==> src/rtl/mips_alu_mc.sv <==
// mips_alu_mc: width-generic EX-stage ALU with an iterative unsigned
// multiply/divide unit and architectural HI/LO registers.
//
// Ports:
//   clk, rst            clock, synchronous active-high reset
//   in_valid / in_ready request handshake; A, B, alu_op sampled at accept
//   out_valid           one-cycle pulse, result outputs valid
//   alu_out             registered result
//   carry_out/overflow  registered ADD/SUB flags (0 for all other ops)
//   zero                alu_out == 0
//   hi, lo              HI/LO registers, written by MULTU/DIVU only
//
// WIDTH must be at least 4 and SHAMT_W must equal clog2(WIDTH).
//
// state | meaning
// IDLE  | ready; single-cycle ops complete here every cycle
// MUL   | shift-add multiply, one multiplier bit per cycle
// DIV   | restoring divide, one quotient bit per cycle
// FIN   | result committed, out_valid high, return to IDLE

module mips_alu_mc #(
  parameter int WIDTH   = 32,
  parameter int SHAMT_W = 5
) (
  input  logic             clk,
  input  logic             rst,
  input  logic             in_valid,
  output logic             in_ready,
  input  logic [3:0]       alu_op,
  input  logic [WIDTH-1:0] A,
  input  logic [WIDTH-1:0] B,
  output logic             out_valid,
  output logic [WIDTH-1:0] alu_out,
  output logic             carry_out,
  output logic             overflow,
  output logic             zero,
  output logic [WIDTH-1:0] hi,
  output logic [WIDTH-1:0] lo
);

  localparam int CNT_W = SHAMT_W + 1;
  localparam logic [CNT_W-1:0] CNT_INIT = CNT_W'(WIDTH);

  localparam logic [3:0] OP_AND  = 4'h0, OP_OR   = 4'h1, OP_ADD  = 4'h2, OP_SLT  = 4'h3;
  localparam logic [3:0] OP_XOR  = 4'h4, OP_NOR  = 4'h5, OP_SUB  = 4'h6, OP_SLTU = 4'h7;
  localparam logic [3:0] OP_SLL  = 4'h8, OP_SRL  = 4'h9, OP_SRA  = 4'hA, OP_RSVD = 4'hB;
  localparam logic [3:0] OP_MULT = 4'hC, OP_DIV  = 4'hD, OP_MFHI = 4'hE, OP_MFLO = 4'hF;

  typedef enum logic [1:0] {IDLE, MUL, DIV, FIN} state_t;

  state_t           state, state_nxt;
  logic [CNT_W-1:0] cnt;
  logic [WIDTH-1:0] acc_hi, acc_lo, opnd;
  logic             accept, last_iter;

  assign in_ready  = (state == IDLE);
  assign accept    = in_valid && in_ready;
  assign last_iter = (cnt == CNT_W'(1));
  assign zero      = (alu_out == '0);

  // Single-cycle datapath
  logic [WIDTH:0]         sum_add, sum_sub;
  logic [SHAMT_W-1:0]     shamt;
  logic [WIDTH-1:0]       res;
  logic                   res_c, res_v;

  assign sum_add = {1'b0, A} + {1'b0, B};
  assign sum_sub = {1'b0, A} + {1'b0, ~B} + {{WIDTH{1'b0}}, 1'b1};
  assign shamt   = A[SHAMT_W-1:0];

  always_comb begin
    res   = '0;
    res_c = 1'b0;
    res_v = 1'b0;
    case (alu_op)
      OP_AND:  res = A & B;
      OP_OR:   res = A | B;
      OP_ADD: begin
        res   = sum_add[WIDTH-1:0];
        res_c = sum_add[WIDTH];
        res_v = (A[WIDTH-1] == B[WIDTH-1]) && (sum_add[WIDTH-1] != A[WIDTH-1]);
      end
      OP_SLT:  res = {{(WIDTH-1){1'b0}}, ($signed(A) < $signed(B))};
      OP_XOR:  res = A ^ B;
      OP_NOR:  res = ~(A | B);
      OP_SUB: begin
        res   = sum_sub[WIDTH-1:0];
        res_c = sum_sub[WIDTH];
        res_v = (A[WIDTH-1] != B[WIDTH-1]) && (sum_sub[WIDTH-1] != A[WIDTH-1]);
      end
      OP_SLTU: res = {{(WIDTH-1){1'b0}}, (A < B)};
      OP_SLL:  res = B << shamt;
      OP_SRL:  res = B >> shamt;
      OP_SRA:  res = $signed(B) >>> shamt;
      OP_RSVD: res = '1;
      OP_MFHI: res = hi;
      OP_MFLO: res = lo;
      default: res = '0;
    endcase
  end

  // One shift-add step: conditionally add multiplicand to the upper half,
  // then shift the whole {acc_hi, acc_lo} pair right by one.
  logic [WIDTH:0]   mul_tmp;
  logic [WIDTH-1:0] mul_hi, mul_lo;

  assign mul_tmp = {1'b0, acc_hi} + (acc_lo[0] ? {1'b0, opnd} : '0);
  assign mul_hi  = mul_tmp[WIDTH:1];
  assign mul_lo  = {mul_tmp[0], acc_lo[WIDTH-1:1]};

  // One restoring-divide step: acc_hi is the partial remainder, acc_lo the
  // dividend shifting out at the top while quotient bits enter at the bottom.
  // The shifted remainder is < 2*divisor, so when it fits the difference
  // is < divisor and the low WIDTH bits hold it exactly.
  logic [WIDTH:0]   div_shift;
  logic             div_ok;
  logic [WIDTH-1:0] div_diff, div_hi, div_lo;

  assign div_shift = {acc_hi, acc_lo[WIDTH-1]};
  assign div_ok    = (div_shift >= {1'b0, opnd});
  assign div_diff  = div_shift[WIDTH-1:0] - opnd;
  assign div_hi    = div_ok ? div_diff : div_shift[WIDTH-1:0];
  assign div_lo    = {acc_lo[WIDTH-2:0], div_ok};

  always_ff @(posedge clk) begin
    if (rst) state <= IDLE;
    else     state <= state_nxt;
  end

  always_comb begin
    state_nxt = state;
    case (state)
      IDLE: begin
        if (accept && alu_op == OP_MULT)     state_nxt = MUL;
        else if (accept && alu_op == OP_DIV) state_nxt = (B == '0) ? FIN : DIV;
      end
      MUL, DIV: if (last_iter) state_nxt = FIN;
      FIN:      state_nxt = IDLE;
      default:  state_nxt = IDLE;
    endcase
  end

  // Multi-cycle results are committed on the edge into FIN so that
  // alu_out/hi/lo are already valid while out_valid is high.
  always_ff @(posedge clk) begin
    if (rst) begin
      out_valid <= 1'b0;
      alu_out   <= '0;
      carry_out <= 1'b0;
      overflow  <= 1'b0;
      hi        <= '0;
      lo        <= '0;
      acc_hi    <= '0;
      acc_lo    <= '0;
      opnd      <= '0;
      cnt       <= '0;
    end else begin
      out_valid <= 1'b0;
      case (state)
        IDLE: begin
          if (accept) begin
            if (alu_op == OP_MULT || (alu_op == OP_DIV && B != '0)) begin
              acc_hi <= '0;
              acc_lo <= A;
              opnd   <= B;
              cnt    <= CNT_INIT;
            end else if (alu_op == OP_DIV) begin
              hi        <= A;
              lo        <= '1;
              alu_out   <= '1;
              carry_out <= 1'b0;
              overflow  <= 1'b0;
              out_valid <= 1'b1;
            end else begin
              alu_out   <= res;
              carry_out <= res_c;
              overflow  <= res_v;
              out_valid <= 1'b1;
            end
          end
        end
        MUL: begin
          acc_hi <= mul_hi;
          acc_lo <= mul_lo;
          cnt    <= cnt - CNT_W'(1);
          if (last_iter) begin
            hi        <= mul_hi;
            lo        <= mul_lo;
            alu_out   <= mul_lo;
            carry_out <= 1'b0;
            overflow  <= 1'b0;
            out_valid <= 1'b1;
          end
        end
        DIV: begin
          acc_hi <= div_hi;
          acc_lo <= div_lo;
          cnt    <= cnt - CNT_W'(1);
          if (last_iter) begin
            hi        <= div_hi;
            lo        <= div_lo;
            alu_out   <= div_lo;
            carry_out <= 1'b0;
            overflow  <= 1'b0;
            out_valid <= 1'b1;
          end
        end
        default: ;
      endcase
    end
  end

endmodule

==> config.mk <==
export PLATFORM = sky130hd
export DESIGN_NAME = mips_alu_mc
export DESIGN_NICKNAME = d
export VERILOG_FILES = /design/src/rtl/mips_alu_mc.sv
export SDC_FILE = /design/constraint.sdc
export NUM_CORES = 1
export LEC_CHECK = 0
export CORE_AREA = 5 5 276 278
export DETAILED_ROUTE_END_ITERATION = 16
export DIE_AREA = 0 0 281 283
export GPL_ROUTABILITY_DRIVEN = 0
export PLACE_DENSITY = 0.54
export SLEW_MARGIN = 20
export SYNTH_ARGS = -nofsm -noshare
export SYNTH_HDL_FRONTEND = slang
export SYNTH_SLANG_ARGS = --single-unit
==> constraint.sdc <==
create_clock -name clk -period 9.2 [get_ports clk]
set_input_delay 0.92 -clock clk [delete_from_list [all_inputs] [get_ports clk]]
set_output_delay 0.92 -clock clk [all_outputs]
set_load 0.005 [all_outputs]
After elaboration in Yosys (flattened, before gate mapping)
Index checks and enable logic that the tools add are counted.
{"block": "op_classes", "n_eq_ne": 31, "reduce_logical": 22, "n_shift": 3, "n_addsub": 6, "n_lt_le_gt_ge": 3, "n_mux": 48, "bitwise": 5}
{"op": "$mux W32", "n": 19}
{"op": "$pmux W32 S3", "n": 5}
{"op": "$pmux W32 S14", "n": 1}
{"op": "$add A32 B32 Y33", "n": 3}
{"op": "$logic_not A32 Y1", "n": 2}
{"op": "$lt A32 B32 Y1", "n": 2}
{"op": "$not A32 Y32", "n": 2}
{"op": "$add A33 B1 Y33 const B", "n": 1}
{"op": "$ge A33 B32 Y1", "n": 1}
{"op": "$and A32 B32 Y32", "n": 1}
{"op": "$eq A4 B4 Y1 const B", "n": 8}
{"op": "$or A32 B32 Y32", "n": 1}
{"op": "$reduce_bool A32 Y1", "n": 1}
{"op": "$shl A32 B5 Y32", "n": 1}
{"op": "$shr A32 B5 Y32", "n": 1}
{"op": "$sshr A32 B5 Y32", "n": 1}
{"op": "$sub A32 B32 Y32", "n": 1}
{"op": "$xor A32 B32 Y32", "n": 1}
{"op": "$eq A4 B3 Y1 const B", "n": 4}
{"op": "$mux W6", "n": 2}
{"op": "$pmux W6 S2", "n": 1}
{"op": "$mux W1", "n": 11}
{"op": "$pmux W1 S2", "n": 5}
{"op": "$reduce_and A3 Y1", "n": 3}
{"op": "24 further kinds", "n": 40}
{"block": "word_totals", "elab_cells": 129, "output_inout_bits": 101, "reg_bits": 203, "input_bits": 71}

Depth between registers and ports, before layout
{"block": "logic_depth", "word_depth": 10, "mapped_depth": 17, "ltp_nobuf": 14}

Least setup slack after synthesis
OpenSTA, ideal clock, no wires.
{"block": "synth_path", "path_kind": "in2reg", "from": "input port A[2]", "to": "register alu_out[31]", "setup_ns": 0.087, "t_required_ns": 9.113, "setup_slack_ns": 4.341, "arrival_time_ns": 4.772, "stages": 15, "n_path_buf": 3, "cell_sequence": "clkbuf_1 -> inv_2 -> buf_1 -> clkbuf_1 -> ha_1 -> o21ai_1 -> nor3_1 -> or4_4 -> o311a_4 -> a211oi_4 -> o31ai_4 -> a2111oi_0 -> a2111oi_2 -> xnor2_1 -> o31ai_1"}
{"block": "synth_via", "elab_chain_len": 7, "word_cells_on_any_way": 11, "cone_classes": "add/sub: 3; shift: 3; mux: 5"}
{"item": "from (decl)", "line": "30", "source": "input logic [WIDTH-1:0] A,"}
{"item": "$add A32 B32 Y33", "line": "68", "source": "assign sum_sub = {1'b0, A} + {1'b0, ~B} + {{WIDTH{1'b0}}, 1'b1};"}
{"item": "$add A33 B1 Y33", "line": "68"}
{"item": "$pmux W32 S14 *", "line": "75", "source": "case (alu_op)"}
{"item": "$mux W32 *", "line": "167", "source": "end else if (alu_op == OP_DIV) begin"}
{"item": "$mux W32 *", "line": "162", "source": "if (alu_op == OP_MULT || (alu_op == OP_DIV && B != '0)) begin"}
{"item": "$mux W32 *", "line": "161", "source": "if (accept) begin"}
{"item": "$pmux W32 S3 *", "line": "159", "source": "case (state)"}
{"item": "to (signal assigned)", "line": "175", "source": "alu_out <= res;"}
{"item": "to (signal assigned)", "line": "189", "source": "alu_out <= mul_lo;"}
{"item": "to (signal assigned)", "line": "202", "source": "alu_out <= div_lo;"}
{"item": "to (decl)", "line": "33", "source": "output logic [WIDTH-1:0] alu_out,"}
Mark *: on every way between the ends. The rest lies on a longest branch, timed or not. The select of a mux whose other input is x is not followed.
A chain may end at the register's enable or synchronous reset.

Worst setup path after layout
{"block": "layout_path", "from": "input port B[9]", "to": "register hi[3]"}
{"block": "layout_via", "elab_chain_len": 5}
{"item": "from (decl)", "line": "31", "source": "input logic [WIDTH-1:0] B,"}
{"item": "$reduce_bool A32 Y1", "line": "162"}
{"item": "$logic_and A1 B1 Y1", "line": "162"}
{"item": "$logic_or A1 B1 Y1", "line": "162"}
{"item": "$ne A2 B2 Y1 (no source line)"}
{"item": "$reduce_and A6 Y1 (no source line)"}
{"item": "to (signal assigned)", "line": "187", "source": "hi <= mul_hi;"}
{"item": "to (signal assigned)", "line": "200", "source": "hi <= div_hi;"}
{"item": "to (decl)", "line": "37", "source": "output logic [WIDTH-1:0] hi,"}
Every way passes these cells.

==> summary.txt <==
STA
  • Max-slew violations: 0
  • Rel. slew slack: 14.1%
  • Minimum clock period: 5.16 ns
  • Tcrit/Tclk final: 56.1%
  • Slew @ Worst Pin: 1.27 ns
  • Skew final: 0.0156 ns
  • Hold slack: 0.468 ns
  • Setup tns final: 0 ns
  • Fmax: 194 MHz
  • # setup viols final: 0
  • RSZ-0062 raised after global routing: false
  • Final Hold Fails: 0

Hold path
  • Worst Hold Class: reg2reg
  • Hold path startpoint: alu_out[7]$_SDFFE_PP0P_

CTS
  • CTS buffer count: 26
  • H-tree depth: 1
  • Root Buffer: clkbuf_16
  • Post-CTS resize count: 0
  • CTS Buffer Depth: 3
  • Post-CTS Setup Inserts: 0
  • TritonCTS Sinks: 203
  • CTS tree: built
  • Hold_buf cts: 0
  • Clk slew on worst S/H paths: 0.06 ns
  • Clock Latency Late Sink: 0.58 ns

Drt
  • Per-cell routed wire length: 26.5 um
  • Via density: 6.15
  • Vias: 24474
  • DRT Wirelength: 106000 um
  • Initial DRC count: 3331
  • First-pass DRT Iterations: 9
  • DRC errors left: 0
  • ANT nets after route: 0

Worst setup path
  • Largest fanout on the critical path: 83
  • CP top delay family: buffers and inverters
  • Crit path from: B[9]
  • CP startpoint kind: input port
  • Kind of critical path: in2reg
  • Critical path arrival: 5.60 ns
  • Critical Path Sink Type: register
  • Cell Chain, Critical Path: clkdlybuf4s50_1 -> nor4_1 -> nand2_1 -> nor4_1 -> a211oi_1 -> o21ai_1 -> nand3b_1 -> buf_4 -> a21oi_4 -> buf_4 -> o21ai_0 -> o22ai_1 -> nor2_1
  • Required @ worst endpoint: 9.64 ns
  • CP bufs+invs: 3
  • Critical path's largest stage delay: 0.77 ns
  • FF-to-FF Start: state[0]$_SDFFE_PP0P_
  • Slowest-stage cell, CP: clkdlybuf4s50_1

Placed design
  • Hpwl dp: 78700 um
  • Dpl cells: 3924
  • Port bufs: 171

Power
  • Peak supply drop: 0.000246 V
  • Internal power: 3.55 mW
  • Sequential Power Share: 20.8%
  • P_sw: 3.69 mW
  • Power per cell area: 289 mW/mm^2
  • Switching Fraction: 51.0%
  • Comb power frac: 63.7%
  • Leak: 9.67 nW
  • Clock power frac: 15.6%
  • Power Total: 7.23 mW

Global routing
  • Largest net degree at the start of global routing: 84
  • Grt ovf: 0
  • Number of global-route vias before repair: 22499
  • First-pass GRT wire length: 153000 um
  • Initial antenna violation count: 9
  • GR Util All Layers: 24.8%

Floorplan
  • Number of core rows: 100
  • Chip width: 281 um
  • Effective utilization at floorplan: 29.5%
  • Die H: 283 um
  • Die area: 0.0795 mm^2
  • Num ports: 172
  • Total core area: 0.0737 mm^2

Synthesis
  • Ys flop type: dfxtp_1
  • Commonest cells in the netlist: 346 x nor2_1, 310 x a21oi_1, 260 x nand2_1
  • Post-synthesis sequential area ratio: 18.7%
  • Syn_nets: 3237
  • Post-Syn Area: 0.0218 mm^2
  • Average cell area after synthesis: 7.27 um^2
  • Post-Synthesis Cells: 2992
  • Post-synth top area share: 18.7%
  • Ys async rst share: 0%
  • Number of synthesized flops with an enable pin: 0
  • Post-synthesis register bit count: 203
  • Ranking of synthesized cells by area: dfxtp_1 19%, ha_1 9.8%, a21oi_1 7.1%, nor2_1 6.0%, mux4_2 5.1%
  • Cell variety after synth: 94
  • Area leader, netlist: dfxtp_1
  • Most common cell in the synthesized netlist: nor2_1
  • Yosys Warn Count: 0

Cells and area
  • Final Non-Filler Cells: 3977
  • Nets@finish: 3229
  • Share of layout cells above drive strength 1: 7.10%
  • Area Growth Syn to Fin: 14.9%

Outcome
  • Status: complete, no violations

Job
  • Max-capacitance violation count: 0
-- power by group through the flow --
stage               registers [mW]  clock network [mW]  logic [mW]
floorplan                     1.36                   0        2.96
global placement              1.51                   0        4.53
detailed placement            1.51                   0        4.53
CTS                           1.49                1.14        4.55
global route                  1.53                1.17        4.95
finish                        1.50                1.12        4.61
-- cell type report --
| type | instances | area (um^2) |
|---|---|---|
| clock buffer | 35 | 766 |
| sequential | 203 | 4060 |
| antenna | 6 | 15.0 |
| clock inverter | 11 | 143 |
| fill | 7870 | 48700 |
| multi-input combinational | 2386 | 16200 |
| tap | 969 | 1210 |
| inverter | 151 | 567 |
| timing repair buffer | 216 | 2020 |
-- per-layer routing --
metal	up-vias	GRT usage, %	share of wire, %
met5	-	0	0.012
li1	11055	-	-
met1	11563	32.5	39
met3	300	4.50	10
met4	2	12.2	5.6
met2	1554	39.4	45
-- final timing paths --
check	end	slack, ns	cells past startpoint
setup reg to reg	alu_out[13]$_SDFFE_PP0P_	4.87	10
hold / removal	alu_out[7]$_SDFFE_PP0P_	0.47	2
hold reg to reg	alu_out[7]$_SDFFE_PP0P_	0.47	2
setup / recovery	hi[3]$_SDFFE_PP0P_	4.04	13
-- sequential cells by signal (all words and copies together), names as in the netlist, 2 cells and up --
signal   flops
acc_hi      32
acc_lo      32
alu_out     32
cnt          6
hi          32
lo          32
opnd        32
state        2
-- kinds of logic after synthesis --
| kind of cell | Yosys count | share of synthesized area (%) |
|---|---|---|
| compound gates | 1032 | 31.6 |
| simple gates | 969 | 20.3 |
| buf+inv | 403 | 7.13 |
| flops | 203 | 18.7 |
| fa+ha+maj | 174 | 10.1 |
| mux | 135 | 9.11 |
| xor+xnor | 76 | 3.06 |
-- placed cells by master, fill, tap and decap left out, types with 15 or more instances in the layout --
cell | synthesis | routed
a31oi_1 | 31 | 31
mux4_2 | 49 | 49
a21o_1 | 54 | 54
a21oi_1 | 310 | 308
a221oi_1 | 49 | 49
o21bai_1 | 21 | 21
o31ai_1 | 23 | 23
clkdlybuf4s50_1 | 0 | 164
dfxtp_1 | 203 | 203
o211ai_1 | 32 | 32
nand2b_1 | 18 | 17
nor3_1 | 84 | 84
nand4_1 | 40 | 40
clkbuf_16 | 0 | 27
ha_1 | 170 | 167
a211oi_1 | 88 | 88
and3_1 | 17 | 17
a22oi_1 | 50 | 50
xor2_1 | 23 | 23
o21ai_0 | 164 | 164
or3_1 | 16 | 16
and2_1 | 41 | 41
nor4_1 | 29 | 27
inv_1 | 143 | 143
nand2_1 | 260 | 260
a2111oi_0 | 15 | 15
o22ai_1 | 30 | 30
buf_4 | 1 | 46
xnor2_1 | 53 | 53
mux2i_1 | 72 | 72
nand3_1 | 71 | 71
nor2_1 | 346 | 343
-- tightest hold or removal path, stage by stage (launching register included) --
cell and delay [ns]:
dfxtp_1 0.32, nand2_1 0.05, a21oi_1 0.05
-- metrics by stage --
step                setup slack [ns]  utilization, %  instance area (um^2)
detailed placement              3.56            32.7                 24100
global placement                3.70            32.7                 24100
global route                    3.83            33.9                 25000
floorplan                       4.34               -                 21800
CTS                             4.15            33.9                 25000
finish                          4.04            33.9                 25000
Note: power is estimated with default switching activity, not from simulation.
